**config.mk**
```make
export PLATFORM = sky130hd
export DESIGN_NAME = seq_num_manager
export DESIGN_NICKNAME = d
export VERILOG_FILES = /design/src/rtl/seq_num_manager.sv
export SDC_FILE = /design/constraint.sdc
export NUM_CORES = 2
export LEC_CHECK = 0
export BUFFER_PORTS_ARGS = -buffer_cell sky130_fd_sc_hd__buf_2
export CORE_MARGIN = 2
export CORE_UTILIZATION = 55
export CTS_CLUSTER_DIAMETER = 60
export CTS_CLUSTER_SIZE = 20
export DETAILED_ROUTE_END_ITERATION = 6
export PLACE_DENSITY_LB_ADDON = 0.1
export RECOVER_POWER = 50
export SETUP_SLACK_MARGIN = 0.05
export SYNTH_ARGS = -nofsm -noshare
export SYNTH_HDL_FRONTEND = slang
export SYNTH_SLANG_ARGS = --single-unit
```
**constraint.sdc**
```tcl
create_clock -name clk -period 17.7 [get_ports clk]
set_input_delay 1.77 -clock clk [delete_from_list [all_inputs] [get_ports clk]]
set_output_delay 1.77 -clock clk [all_outputs]
set_load 0.01 [all_outputs]
```
**src/rtl/seq_num_manager.sv**
```systemverilog
// seq_num_manager: per-host FIX sequence-number engine.
// Keeps an outgoing and an incoming counter for every host. Issues the next
// outgoing MsgSeqNum as left-justified ASCII through a bit-serial double-dabble
// converter, and classifies received sequence numbers as in-order, gap or too-low.
module seq_num_manager #(
    parameter int HOST_ADDR_WIDTH = 4,
    parameter int SEQ_BITS        = 32,
    parameter int DIGITS          = 10,
    parameter int INIT_SEQ        = 1,
    parameter int WW              = $clog2(DIGITS + 1)
) (
    input  logic                       clk,
    input  logic                       rst,
    input  logic                       tx_req_i,
    input  logic [HOST_ADDR_WIDTH-1:0] tx_host_i,
    output logic                       tx_ready_o,
    output logic                       tx_valid_o,
    output logic [8*DIGITS-1:0]        tx_seq_ascii_o,
    output logic [SEQ_BITS-1:0]        tx_seq_bin_o,
    output logic [WW-1:0]              tx_width_o,
    input  logic                       rx_check_i,
    input  logic [HOST_ADDR_WIDTH-1:0] rx_host_i,
    input  logic [SEQ_BITS-1:0]        rx_seq_i,
    output logic                       rx_result_valid_o,
    output logic [1:0]                 rx_status_o,
    output logic [SEQ_BITS-1:0]        rx_expected_o,
    input  logic                       set_i,
    input  logic                       set_sel_i,
    input  logic [HOST_ADDR_WIDTH-1:0] set_host_i,
    input  logic [SEQ_BITS-1:0]        set_value_i
);

    localparam int HOSTS = 1 << HOST_ADDR_WIDTH;
    localparam int BCDW  = 4 * DIGITS;
    localparam int CW    = $clog2(SEQ_BITS);

    localparam logic [SEQ_BITS-1:0] INIT_VAL = SEQ_BITS'(INIT_SEQ);
    localparam logic [SEQ_BITS-1:0] MAX_VAL  = {SEQ_BITS{1'b1}};
    localparam logic [CW-1:0]       LAST_BIT = CW'(SEQ_BITS - 1);

    localparam logic [1:0] RX_IN_ORDER = 2'b00;
    localparam logic [1:0] RX_GAP      = 2'b01;
    localparam logic [1:0] RX_TOO_LOW  = 2'b10;

    // 10^n, wide enough to compare against the binary range at elaboration
    function automatic logic [255:0] pow10_f(input int n);
        logic [255:0] p;
        p = 256'd1;
        for (int i = 0; i < n; i++) begin
            p = p * 256'd10;
        end
        return p;
    endfunction

    localparam logic [255:0] DEC_RANGE = pow10_f(DIGITS);
    localparam logic [255:0] BIN_RANGE = 256'd1 << SEQ_BITS;

    generate
        if (DEC_RANGE < BIN_RANGE) begin : g_digits_too_small
            $error("seq_num_manager: DIGITS cannot represent every SEQ_BITS value");
        end
    endgenerate

    // Successor of a sequence number; the all-ones value wraps to INIT_SEQ so 0 is never issued
    function automatic logic [SEQ_BITS-1:0] next_seq_f(input logic [SEQ_BITS-1:0] v);
        if (v == MAX_VAL) begin
            return INIT_VAL;
        end else begin
            return v + SEQ_BITS'(1'b1);
        end
    endfunction

    typedef enum logic [1:0] {
        ST_IDLE = 2'd0,
        ST_CONV = 2'd1,
        ST_DONE = 2'd2
    } tx_state_e;

    tx_state_e            state_r;
    logic [SEQ_BITS-1:0]  out_ctr_r [HOSTS];
    logic [SEQ_BITS-1:0]  in_ctr_r  [HOSTS];
    logic [SEQ_BITS-1:0]  issued_r;
    logic [SEQ_BITS-1:0]  bin_r;
    logic [BCDW-1:0]      bcd_r;
    logic [CW-1:0]        cnt_r;

    logic                 tx_ready_r;
    logic                 tx_valid_r;
    logic [8*DIGITS-1:0]  tx_ascii_r;
    logic [SEQ_BITS-1:0]  tx_bin_r;
    logic [WW-1:0]        tx_width_r;
    logic                 rx_valid_r;
    logic [1:0]           rx_status_r;
    logic [SEQ_BITS-1:0]  rx_expected_r;

    logic                 tx_accept_s;
    logic [SEQ_BITS-1:0]  tx_cur_s;
    logic [SEQ_BITS-1:0]  rx_cur_s;
    logic [BCDW-1:0]      bcd_adj_s;
    logic [BCDW-1:0]      bcd_step_s;
    logic [SEQ_BITS-1:0]  bin_step_s;
    logic [WW-1:0]        width_s;
    logic [8*DIGITS-1:0]  ascii_s;

    // Request qualification and current counter reads
    always_comb begin
        tx_accept_s = tx_req_i && (state_r == ST_IDLE);
        tx_cur_s    = out_ctr_r[tx_host_i];
        rx_cur_s    = in_ctr_r[rx_host_i];
    end

    // One double-dabble step: add 3 to every BCD digit >= 5, then shift the pair left
    always_comb begin
        bcd_adj_s = bcd_r;
        for (int d = 0; d < DIGITS; d++) begin
            if (bcd_r[4*d +: 4] >= 4'd5) begin
                bcd_adj_s[4*d +: 4] = bcd_r[4*d +: 4] + 4'd3;
            end else begin
                bcd_adj_s[4*d +: 4] = bcd_r[4*d +: 4];
            end
        end
        {bcd_step_s, bin_step_s} = {bcd_adj_s, bin_r} << 1;
    end

    // Digit count and left-justified ASCII of the BCD value after the final step
    always_comb begin
        logic [3:0] digit_v;
        int         idx_v;
        width_s = WW'(1'b1);
        for (int d = 0; d < DIGITS; d++) begin
            if (bcd_step_s[4*d +: 4] != 4'd0) begin
                width_s = WW'(d + 1);
            end else begin
                width_s = width_s;
            end
        end
        ascii_s = '0;
        digit_v = 4'd0;
        idx_v   = 0;
        for (int i = 0; i < DIGITS; i++) begin
            if (i < int'(width_s)) begin
                idx_v               = int'(width_s) - 1 - i;
                digit_v             = 4'(bcd_step_s >> (4 * idx_v));
                ascii_s[8*i +: 8]   = 8'h30 + {4'h0, digit_v};
            end else begin
                ascii_s[8*i +: 8]   = 8'h00;
            end
        end
    end

    // TX converter FSM with registered handshake and result outputs
    always_ff @(posedge clk) begin
        if (rst) begin
            state_r    <= ST_IDLE;
            tx_ready_r <= 1'b1;
            tx_valid_r <= 1'b0;
            tx_ascii_r <= '0;
            tx_bin_r   <= '0;
            tx_width_r <= '0;
            issued_r   <= '0;
            bin_r      <= '0;
            bcd_r      <= '0;
            cnt_r      <= '0;
        end else begin
            case (state_r)
                ST_IDLE: begin
                    tx_valid_r <= 1'b0;
                    if (tx_accept_s) begin
                        issued_r   <= tx_cur_s;
                        bin_r      <= tx_cur_s;
                        bcd_r      <= '0;
                        cnt_r      <= '0;
                        tx_ready_r <= 1'b0;
                        state_r    <= ST_CONV;
                    end else begin
                        tx_ready_r <= 1'b1;
                    end
                end
                ST_CONV: begin
                    bcd_r <= bcd_step_s;
                    bin_r <= bin_step_s;
                    cnt_r <= cnt_r + CW'(1'b1);
                    if (cnt_r == LAST_BIT) begin
                        tx_valid_r <= 1'b1;
                        tx_ascii_r <= ascii_s;
                        tx_width_r <= width_s;
                        tx_bin_r   <= issued_r;
                        state_r    <= ST_DONE;
                    end else begin
                        tx_valid_r <= 1'b0;
                    end
                end
                ST_DONE: begin
                    tx_valid_r <= 1'b0;
                    tx_ready_r <= 1'b1;
                    state_r    <= ST_IDLE;
                end
                default: begin
                    tx_valid_r <= 1'b0;
                    tx_ready_r <= 1'b1;
                    state_r    <= ST_IDLE;
                end
            endcase
        end
    end

    // Counter bank: TX/RX increments first, a same-cycle set overrides the written value
    always_ff @(posedge clk) begin
        if (rst) begin
            for (int h = 0; h < HOSTS; h++) begin
                out_ctr_r[h] <= INIT_VAL;
                in_ctr_r[h]  <= INIT_VAL;
            end
        end else begin
            if (tx_accept_s) begin
                out_ctr_r[tx_host_i] <= next_seq_f(tx_cur_s);
            end
            if (rx_check_i && (rx_seq_i == rx_cur_s)) begin
                in_ctr_r[rx_host_i] <= next_seq_f(rx_cur_s);
            end
            if (set_i) begin
                if (set_sel_i == 1'b0) begin
                    out_ctr_r[set_host_i] <= set_value_i;
                end else begin
                    in_ctr_r[set_host_i] <= set_value_i;
                end
            end
        end
    end

    // RX classification, one cycle after the check request
    always_ff @(posedge clk) begin
        if (rst) begin
            rx_valid_r    <= 1'b0;
            rx_status_r   <= RX_IN_ORDER;
            rx_expected_r <= '0;
        end else begin
            rx_valid_r <= rx_check_i;
            if (rx_check_i) begin
                rx_expected_r <= rx_cur_s;
                if (rx_seq_i == rx_cur_s) begin
                    rx_status_r <= RX_IN_ORDER;
                end else if (rx_seq_i > rx_cur_s) begin
                    rx_status_r <= RX_GAP;
                end else begin
                    rx_status_r <= RX_TOO_LOW;
                end
            end
        end
    end

    assign tx_ready_o        = tx_ready_r;
    assign tx_valid_o        = tx_valid_r;
    assign tx_seq_ascii_o    = tx_ascii_r;
    assign tx_seq_bin_o      = tx_bin_r;
    assign tx_width_o        = tx_width_r;
    assign rx_result_valid_o = rx_valid_r;
    assign rx_status_o       = rx_status_r;
    assign rx_expected_o     = rx_expected_r;

endmodule

```
# [Word-level counts from Yosys, hierarchy flattened]
# Memory sizes are Yosys's and may differ from the RTL's.
# Index checks and enable logic that the tools add are counted.
[totals] out_inout_bits=153 in_bits=82 elab_cells=186 memories=2 ff_bits=264 ram_bits=1024
[mem_list] memory="in_ctr_r" depth=16 word_bits=32 rd=1 rd_ports_with_merged_regs=0 wr=16 line_no="81" rtl="logic [SEQ_BITS-1:0] in_ctr_r [HOSTS];"
[mem_list] memory="out_ctr_r" depth=16 word_bits=32 rd=1 rd_ports_with_merged_regs=0 wr=16 line_no="80" rtl="logic [SEQ_BITS-1:0] out_ctr_r [HOSTS];"
[classes] add_sub_neg=33 n_eq_ne=7 order_cmp=21 mux=77 n_reduce_logical=22 shift=10 n_bitwise=1
[op_table] operator="right shift 40 x 32 -> 4 bit" count=10
[op_table] operator="2-to-1 mux 32 bit" count=11
[op_table] operator="OR reduction 32 bit" count=4
[op_table] operator="2-to-1 mux 4 bit" count=21
[op_table] operator="one-hot mux 40 bit (2 select lines)" count=1
[op_table] operator="adder 6 x 4 -> 7 bit, first input constant" count=10
[op_table] operator="2-to-1 mux 7 bit" count=10
[op_table] operator="adder 32 x 1 -> 32 bit, second input constant" count=2
[op_table] operator="== test 32 bit, second input constant" count=2
[op_table] operator="one-hot mux 32 bit (2 select lines)" count=1
[op_table] operator="greater-or-equal comparator 4 x 3 -> 1 bit, second input constant" count=10
[op_table] operator="2-to-1 mux 40 bit" count=1
[op_table] operator="adder 4 x 2 -> 4 bit, second input constant" count=9
[op_table] operator="nonzero test 4 bit" count=9
[op_table] operator="== test 32 bit" count=1
[op_table] operator="> comparator 32 bit" count=1
[op_table] operator="subtractor 5 x 4 -> 6 bit, second input constant" count=4
[op_table] operator="2-to-1 mux 1 bit" count=22
[op_table] operator="less-than comparator 3 x 4 -> 1 bit, first input constant" count=4
[op_table] operator="subtractor 5 x 3 -> 6 bit, second input constant" count=2
[op_table] operator="subtractor 5 x 5 -> 6 bit, second input constant" count=2
[op_table] operator="2-to-1 mux 2 bit" count=5
[op_table] operator="one-hot mux 5 bit (2 select lines)" count=1
[op_table] operator="less-than comparator 1 x 4 -> 1 bit, first input constant" count=2
[op_table] operator="other kinds (19)" count=26

# [Longest topological paths before layout]
[logic_depth] ltp_word=17 mapped_depth=25

# [Least setup slack after synthesis]
# Ideal clock, no wire load.
[synth_path] path_kind="input to register" start="input port rx_host_i[0]" end="memory in_ctr_r[0][0], enable pin" slack_ns=10.763 arrival_time_ns=6.548 path_stages=16 required_time_ns=17.311 cell_sequence="buf_6 > buf_6 > buf_4 > buf_6 > buf_4 > buf_2 > mux4_2 > mux4_2 > inv_1 > ha_1 > nand4_1 > nor4_1 > nand3_1 > nor4_1 > nand2_1 > nand2_1"
[synth_lines] item="start: declaration" line_no="22" rtl="input logic [HOST_ADDR_WIDTH-1:0] rx_host_i,"
[synth_lines] item="end: declaration" line_no="81"

==> results.md <==
- The part of the cycle the worst path needs is 0.6973.
- about 240 I/O pins were placed.
- For this run, the register share of the synthesized area comes to 0.5409.
- The first detailed-routing pass ran for 6 iterations.
- Across the routed clock network, the largest skew measured is around 0.055 ns.
- Walking the worst path, the cells encountered are buf_8 -> clkbuf_1 -> clkbuf_1 -> mux4_2 -> mux4_2 -> inv_1 -> ha_1 -> nand4_1 -> nor4_1 -> nand3_1 -> nor4_1 -> nand2_1 -> nand2_2.
- Clock latency on the worst-skew pair, taken at its later pin, is just under 0.8 ns.
- The count of placed standard cells including taps is 7193.
- The peak fanout along the critical path is 60.
- After clock tree synthesis, the clock-pin slew on the worst setup and hold paths is 0.07 ns.
- The distinct cell type count of the synthesized netlist is 91.
- The buffer cell driving the clock tree root is clkbuf_16.
- The count of final max-slew check failures is around 1500.
- The reg2reg setup slack is between 7 and 8 ns.
- At the end of routability-driven placement, the weighted congestion stood at between 0.9 and 1.
- Synthesis inferred 1257 register bits.
- The checks that failed: max-capacitance violations, max-slew violations.
- Global routing finished with a remaining overflow of 0.
- The critical path's top delay family is buffers and inverters.
- The share of cells above drive strength 1 is 0.1384.
- Summing internal, switching and leakage power gives just under 0.007 W.
- The number of clock sinks is roughly 1300.
- The maximum number of pins on one net before global-route repair is 85.
- The worst relative slew slack is -1.918.
- Summed over all layers, the routed wires come to ~230000 µm.
- The die boundary height is roughly 350 µm.
- The tool flagged a number of max-cap violations equal to a little under 50.
- The highest-delay cell along the critical path is clkbuf_1.
- The transition at the pin with the smallest max-transition slack is 4.377 ns.
- The detail route stage leaves a number of antenna-violating nets equal to 0.
- The H-tree depth reported by CTS is 3.
- For this run, the number of standard cells in the final layout without fillers is 7430.
- At the worst endpoint, the required time is 18.06 ns.
- The number of antenna violations at the first check in global routing is 17.
- The number of buffers inserted by port buffering is about 210.
- The flow ran to the end, but the final reports show violations.
- The top flip-flop cell by instance count after synthesis is edfxtp_1.
- The region available for standard cell placement spans 0.1181 mm².
- Yosys printed 0 warnings.
- The path class of the tightest hold or removal check is flop to flop.
- The count of buffer and inverter cells on the critical path is 4.
- The via count is 50940.
- Ranked by total cell area, the synthesized netlist is headed by edfxtp_1, mux4_2, dfxtp_1, nand2_1, o21ai_0.
- The largest voltage drop on the vdd net is 0.1059 mV.
- The worst hold path was traced through 2 stages.
- The number of gates resized after cts is 0.
- The number of buffers added for setup after CTS is 0.
- The core occupancy in the finished layout is 0.6014.
- After synthesis, the share of flip-flops with an asynchronous set or reset is 0.
- The net count of the finished layout is 5933.
- The worst path in the final design needs a cycle of 12.34 ns, including I/O delays and setup.
- The worst hold path begins at tx_seq_ascii_o[73].
- Of the post-synthesis cell area, the dominant cell type holds 0.4696.
- The leading cell type in the layout, fill and taps excluded is nand2_1.
- After synthesis, the mean cell area works out to 11.15 µm².
- The internal cell power is 0.004899 W.
- The overall global routing resource usage is 0.3657.
- After clock tree synthesis, the flow added hold-fix buffers numbering 0.
- The first-pass GRT wire length is 327400 µm.
- The remaining design rule violation count is 0.
- The endpoint class of the critical path is a flop.
- Power spread over the standard cell area amounts to between 90 and 100 mW/mm².
- The final instance area is about 0.07 mm².
- Of the total power, registers draw 0.496.
- The number of placement rows is 126.
- The total CTS buffers is approximately 110.
- The maximum cell stage delay along the critical path is around 3.1 ns.
- The post-detailed-route via-to-cell ratio is 6.856.
- The worst-case clock buffer depth is 3.
- For this run, the top clock speed supported by timing is between 80 and 90 MHz.
- The detailed router finished its first iteration with about 8000 violations.
- STA classifies the critical path startpoint as an input pin.
- Summed over all cells, the static leakage comes to roughly 23 nW.
- The endpoint of the worst hold path is tx_seq_ascii_o[73].
- The routed length per placed instance is 30.30 µm.
- Detailed placement finished with a half-perimeter wire length of roughly 140000 µm.
- The startpoint identified for the worst register-to-register timing path is bcd_r[32].
- The die covers 0.1218 mm².
- The worst setup path category is input pin to flop.
- The number of global-route vias before repair is between 40000 and 50000.
- Setup violations remaining at the end of the flow were counted as 0.
- The length in cells of the worst reg-to-reg path is 25.
- The TritonCTS clock tree is done.
- Summing all placed instances gives a cell area of 0.06741 mm².
- Measured along the x axis, the die boundary spans 349.0 µm.
- The total negative slack for setup checks is 0 ns.
- The share of total power dissipated in combinational logic is 0.107.
- Of the total power, the share spent switching nets is 0.2808.
- The endpoint identified for the worst register-to-register timing path is tx_seq_ascii_o[40].
- The cell type with the highest aggregate area in the netlist is edfxtp_1.
- The synthesized instance count is slightly below 6000.
- The critical path starts at rx_host_i[0].
- The arrival time at the worst endpoint is roughly 13 ns.
- In the layout the commonest cells are nand2_1, edfxtp_1, o21ai_0, mux4_2, o31ai_1.
- For this configuration, the core starts out at a cell density of 0.5545.
- The mapped netlist covers roughly 0.065 mm².
- The number of endpoints with negative hold slack in the final report is 0.
- The area overhead of the layout relative to synthesis is 8.456%.
- Setup repair after global routing left no endpoint under its margin.
- The synthesized design contains 1024 enable-type register cells.
- The switching power is 0.001913 W.
- Of the total power, the clock network draws 0.397.
## sequential cells by signal (all words and copies together) (netlist names), 2 cells and up
| register | flops |
|---|---|
| in_ctr_r | 512 |
| out_ctr_r | 512 |
| tx_seq_ascii_o | 50 |
| bcd_r | 40 |
| bin_r | 32 |
| issued_r | 32 |
| rx_expected_o | 32 |
| tx_seq_bin_o | 32 |
| cnt_r | 5 |
| tx_width_o | 3 |
| rx_status_o | 2 |
| state_r | 2 |
## tightest hold or removal path, delay by kind of cell, from the launching register on
family,cells,cell delay (ns)
AND/OR/NAND/NOR,2,0.09
flip-flops,1,0.31
## routing by layer
layer,GRT usage,share of wire
met1,0.5010,0.37
met2,0.5517,0.45
met3,0.09511,0.13
met4,0.1619,0.049
met5,0,0.000058
## worst max path at each step
stage	slack, ns	endpoint	depth (start not counted)
3_3_place_gp	8.48	in_ctr_r[0][19]	13
2_1_floorplan	10.76	in_ctr_r[0][0]	16
5_1_grt	4.28	in_ctr_r[0][2]	13
4_1_cts	9.05	in_ctr_r[0][21]	13
3_5_place_dp	8.29	in_ctr_r[0][21]	13
6_report	5.36	in_ctr_r[0][3]	13
## cell type report
class	count	area, µm²
Antenna cell	20	50.05
Clock buffer	120	2949
Clock inverter	97	1122
Fill cell	9654	47070
Inverter	90	337.8
Multi-Input combinational cell	3970	27510
Sequential cell	1257	35410
Tap cell	1536	1922
Timing Repair Buffer	340	1713
## through the flow
step,setup slack [ns],hold slack (ns)
after detailed placement,8.285,0.4313
after global routing,4.284,0.4707
after floorplan,10.76,0.4287
after CTS,9.048,0.4423
final,5.357,0.4420
after global placement,8.476,0.4317
## power groups by stage
stage	Sequential (W)	Clock, W	Combinational [W]
2_1_floorplan	0.00342	0	0.000460
3_3_place_gp	0.00343	0	0.000709
3_5_place_dp	0.00344	0	0.000715
4_1_cts	0.00337	0.00271	0.000716
5_1_grt	0.00339	0.00282	0.000764
6_report	0.00338	0.00270	0.000731
## Yosys cell counts, drive strengths merged (25+ instances only)
library cell	instances
nand2b	32
a22o	98
edfxtp	1024
inv	87
o21ai	718
a31oi	49
dfxtp	233
nand2	1243
mux4	326
nor3	61
nand3	77
mux2i	57
a22oi	47
nand4	25
a21oi	192
o31ai	255
or3	34
clkbuf	429
buf	144
ha	78
xnor2	61
nor2	254
## cells by family (layout without fill, tap and decap cells)
group                      after synthesis  in the layout  share of synthesized area
and+or+nand+nor                       1856           1856                     0.1198
muxes                                  400            400                     0.1238
other                                    1             40                 0.00005727
AOI/OAI and AO/OA                     1539           1539                     0.1456
adders and majority gates               78             78                    0.01491
DFF                                   1257           1257                     0.5409
xor gates and xnor gates                77             77                    0.01087
buffers and inverters                  663            647                    0.04412
Note: power is estimated with default switching activity, not from simulation.
